## config.mk

```make
export PLATFORM = sky130hd
export DESIGN_NAME = entropy_src_hw_if_arb
export DESIGN_NICKNAME = d
export VERILOG_FILES = /design/src/rtl/entropy_src_hw_if_arb.sv
export SDC_FILE = /design/constraint.sdc
export NUM_CORES = 1
export LEC_CHECK = 0
export ABC_AREA = 1
export ABC_CLOCK_PERIOD_IN_PS = 12100
export BUFFER_PORTS_ARGS = -buffer_cell sky130_fd_sc_hd__buf_2
export CORE_AREA = 3 3 302 304
export CTS_CLUSTER_SIZE = 16
export DETAILED_ROUTE_END_ITERATION = 10
export DIE_AREA = 0 0 305 307
export HOLD_SLACK_MARGIN = 0.06
export PLACE_DENSITY = 0.39
export SETUP_SLACK_MARGIN = 0.4
export SYNTH_ARGS = -nofsm -noshare
export SYNTH_HDL_FRONTEND = slang
export SYNTH_SLANG_ARGS = --single-unit
```

## constraint.sdc

```tcl
create_clock -name clk_i -period 12.1 [get_ports clk_i]
set_clock_uncertainty 0.05 [all_clocks]
set_input_delay 1.21 -clock clk_i [delete_from_list [all_inputs] [get_ports clk_i]]
set_output_delay 1.21 -clock clk_i [all_outputs]
set_load 0.02 [all_outputs]
```

## src/rtl/entropy_src_hw_if_arb.sv

```systemverilog
// Round-robin arbiter sharing one entropy_src hardware interface between NumReq consumers.
// One transaction in flight; each seed goes back only to the requester that won it.
module entropy_src_hw_if_arb #(
    parameter int NumReq    = 2,
    parameter int DataWidth = 384
) (
    input  logic                       clk_i,
    input  logic                       rst_i,
    input  logic                       enable_i,
    input  logic [NumReq-1:0]          req_i,
    output logic [NumReq-1:0]          ack_o,
    output logic [DataWidth-1:0]       bits_o,
    output logic                       fips_o,
    output logic                       up_req_o,
    input  logic                       up_ack_i,
    input  logic [DataWidth-1:0]       up_bits_i,
    input  logic                       up_fips_i,
    output logic [$clog2(NumReq)-1:0]  grant_idx_o,
    output logic                       busy_o,
    output logic                       err_o
);

    localparam int IdxW = $clog2(NumReq);

    typedef enum logic [1:0] {
        IDLE = 2'd0,
        WAIT = 2'd1,
        DLVR = 2'd2
    } state_e;

    state_e                state_q, state_d;
    logic [IdxW-1:0]       rr_ptr_q;
    logic [IdxW-1:0]       grant_q;
    logic [IdxW-1:0]       winner;
    logic [IdxW:0]         cand;
    logic                  found;
    logic [DataWidth-1:0]  cap_bits_q;
    logic                  cap_fips_q;
    logic                  err_q;
    logic                  grant_now;

    // Search rr_ptr, rr_ptr+1, ... wrapping at NumReq, which need not be a power of 2.
    always_comb begin
        winner = rr_ptr_q;
        found  = 1'b0;
        cand   = '0;
        for (int i = 0; i < NumReq; i++) begin
            cand = {1'b0, rr_ptr_q} + (IdxW+1)'(i);
            if (cand >= (IdxW+1)'(NumReq)) cand = cand - (IdxW+1)'(NumReq);
            if (!found && req_i[cand[IdxW-1:0]]) begin
                winner = cand[IdxW-1:0];
                found  = 1'b1;
            end
        end
    end

    assign grant_now = (state_q == IDLE) && enable_i && (|req_i);

    always_ff @(posedge clk_i or posedge rst_i) begin
        if (rst_i) state_q <= IDLE;
        else       state_q <= state_d;
    end

    always_comb begin
        state_d = state_q;
        case (state_q)
            IDLE:    if (grant_now) state_d = WAIT;
            WAIT:    if (up_ack_i) state_d = req_i[grant_q] ? DLVR : IDLE;
            DLVR:    state_d = IDLE;
            default: state_d = IDLE;
        endcase
    end

    always_comb begin
        up_req_o = (state_q == WAIT);
        busy_o   = (state_q != IDLE);
        ack_o    = '0;
        bits_o   = '0;
        fips_o   = 1'b0;
        if (state_q == DLVR) begin
            ack_o[grant_q] = 1'b1;
            bits_o         = cap_bits_q;
            fips_o         = cap_fips_q;
        end
    end

    // Capture registers only ever hold a seed on its way to a still-requesting winner.
    always_ff @(posedge clk_i or posedge rst_i) begin
        if (rst_i) begin
            rr_ptr_q   <= '0;
            grant_q    <= '0;
            cap_bits_q <= '0;
            cap_fips_q <= 1'b0;
            err_q      <= 1'b0;
        end else begin
            if (grant_now) grant_q <= winner;
            if (state_q == WAIT && up_ack_i) begin
                if (req_i[grant_q]) begin
                    cap_bits_q <= up_bits_i;
                    cap_fips_q <= up_fips_i;
                end else begin
                    cap_bits_q <= '0;
                    cap_fips_q <= 1'b0;
                end
            end
            if (state_q == DLVR) begin
                rr_ptr_q   <= (grant_q == IdxW'(NumReq-1)) ? '0 : grant_q + 1'b1;
                cap_bits_q <= '0;
                cap_fips_q <= 1'b0;
            end
            if (up_ack_i && state_q != WAIT) err_q <= 1'b1;
        end
    end

    assign grant_idx_o = grant_q;
    assign err_o       = err_q;

endmodule

```

==> impl_results.md <==
- Status: finished clean
- P per Cell Area: 196 mW/mm^2
- Clk_lat worst skew: 0.57 ns
- Hold-fix buffers at CTS: 0
- Slew HR: 0.0655
- First-pass GRT wire length: 118000 um
- Min-delay worst type: flip-flop to flip-flop
- Drt initial violations: 1126
- Multi-input logic area: 0.00687 sq mm
- CTS tree: done
- Setup violators final: 0
- Std-Cell Rows: 109
- Via count: 19006
- Synth Cell Area: 0.0192 sq mm
- Largest net degree at the start of global routing: 203
- Post-DP HPWL: 52400 um
- Post-CTS setup buffer count: 0
- Post-route cell area: 0.0255 sq mm
- Yosys top cell by area: dfrtp_1
- Die X: 305 um
- Syn avg cell area: 7.50 sq um
- Seq pwr share: 0.413
- TNS Setup: 0 ns
- TritonCTS buffer count: 50
- Post-Syn Nets: 2947
- Post-synthesis sequential area ratio: 0.509
- Clock Tree Buf Depth: 3
- Post-DR vias/cell: 4.30
- Critical path launch point type: flip-flop
- FF+latch area: 0.00976 sq mm
- Filler instances: 10028
- Area contributors post-synth: dfrtp_1, nand3_1, inv_1, nand2_1, nor2_1
- Most frequent cells in the layout: buf_2, nand3_1, inv_1
- Min cycle time layout: 5.00 ns
- Crit Path Class: flip-flop to primary output
- Total grt overflow: 0
- Post-synth EDFFs: 0
- # H-tree levels: 2
- FFs w/ async S/R, synth: 1.00
- Worst path arrival time: 3.74 ns
- Final Cycle Share: 0.413
- Total Wirelength: 77600 um
- Final hold violation count: 0
- Yosys reg bits: 390
- Starting Density: 0.216
- Cell total after placement: 4312
- Area grow syn2layout: 33.1%
- Fin. max-slew vios: 0
- All-Layer GR Usage: 0.159
- Post-synth top area share: 0.509
- Placed Instance Area: 0.0237 sq mm
- ANT nets after route: 0
- Worst path required time: 10.84 ns
- Max Fclk: 0.200 GHz
- Max Cap Violations: 0
- Combinational fraction of design power: 0.270
- Lkg Pwr: 14.2 nW
- Power Internal: 3.21 mW
- Layout Cells excl Fill: 4420
- Net Sw Frac: 0.358
- WHS: 0.434 ns
- Number of global-route vias before repair: 19196
- Max VDD drop: 106 uV
- Final Wtd Congestion: 0.765
- Worst-Margin Slew: 1.40 ns
- Core area: 0.0885 sq mm
- Nets@finish: 3590
- Post-cts sizing count: 0
- Die height: 307 um
- Layout cells sized above 1: 0.274
- Die area: 0.0936 sq mm
- DRC violations left: 0
- Port bufs: 781
- Synthesis warning total: 0
- CTS Root Cell: clkbuf_16
- I/O pin count: 782
- Initial antenna violation count: 27
- Mapped Cells: 2556
- Clock share of power: 0.316
- Clk slew on worst S/H paths: 0.06 ns
- Top_reg_cell synth: dfrtp_1
- Pre-antenna DRT Iters: 6
- Commonest non-fill, non-tap cell in the layout: buf_2
- RSZ-0062 raised after global routing: no
- Psw: 1.79 mW
- Critical path fanouts, max: 199
- Clock sinks: 390
- Synth cell types: 17
- Avg WL per Cell: 17.6 um
- Endpoint kind of the worst setup timing path: primary output
==> critical path: stages, from the launching register on <==
cell	delay (ns)
dfrtp_1	0.42
inv_1	0.09
nand2_4	0.59
buf_4	0.75
buf_12	0.54
nor2_1	0.19
buf_2	0.23
==> kinds of logic (layout without fill, tap and decap cells) <==
| family | after synthesis | in the layout | share of synthesized area |
|---|---|---|---|
| simple gates | 1556 | 1556 | 0.356 |
| compound gates | 4 | 4 | 0.00118 |
| buf+inv | 606 | 1288 | 0.133 |
| other cells | 0 | 17 | 0 |
| flops | 390 | 390 | 0.509 |
==> synthesized netlist by cell type, types with 2 or more instances <==
cell type / number
buf_6: 3
inv_1: 394
buf_1: 8
dfrtp_1: 390
buf_4: 12
nor2_1: 388
clkbuf_1: 18
nand3_1: 771
nand2_1: 394
a21oi_1: 2
buf_2: 170
==> power groups by stage <==
| stage | sequential [mW] | combinational, mW | clock [mW] |
|---|---|---|---|
| after global routing | 2.13 | 1.57 | 1.69 |
| after floorplan | 2.02 | 1.01 | 0 |
| after CTS | 2.07 | 1.39 | 1.64 |
| after global placement | 2.09 | 1.39 | 0 |
| after detailed placement | 2.09 | 1.39 | 0 |
| final | 2.07 | 1.35 | 1.58 |
==> sequential cells by signal, summed over array words and instances (netlist names) <==
name         cells
grant_idx_o      1
cap_bits_q     384
rr_ptr_q         1
err_o            1
state_q          2
cap_fips_q       1
==> metrics by stage <==
step | power [mW] | setup slack [ns] | utilization
after floorplan | 3.03 | 5.59 | -
after global placement | 3.47 | 7.69 | 0.268
after detailed placement | 3.47 | 7.67 | 0.268
after CTS | 5.10 | 7.02 | 0.288
after global routing | 5.40 | 6.89 | 0.288
final | 5.00 | 7.10 | 0.288
==> area by class of cell <==
type | count | share of cell area
Timing Repair Buffer | 802 | 0.162
Tap cell | 1165 | 0.0572
Inverter | 395 | 0.0583
Clock buffer | 81 | 0.0620
Antenna cell | 17 | 0.00167
Sequential cell | 390 | 0.383
Multi-Input combinational cell | 1560 | 0.269
Clock inverter | 10 | 0.00614
==> metal layers <==
metal	wire length, um	GRT usage
met5	119	0
met4	1760	0.0441
met3	6160	0.0510
met2	37200	0.267
met1	32500	0.195
==> final timing paths <==
check	endpoint	from	slack, ns	cells after the start
min	err_o	err_o	0.43	1
max reg2reg	cap_bits_q[140]	grant_idx_o	8.45	6
min reg2reg	err_o	err_o	0.43	1
max	bits_o[143]	state_q[0]	7.10	6
max in group asynchronous	cap_bits_q[316]	rst_i	9.17	4
min in group asynchronous	cap_bits_q[257]	rst_i	0.72	2
Power figures use the tool's default switching activity.
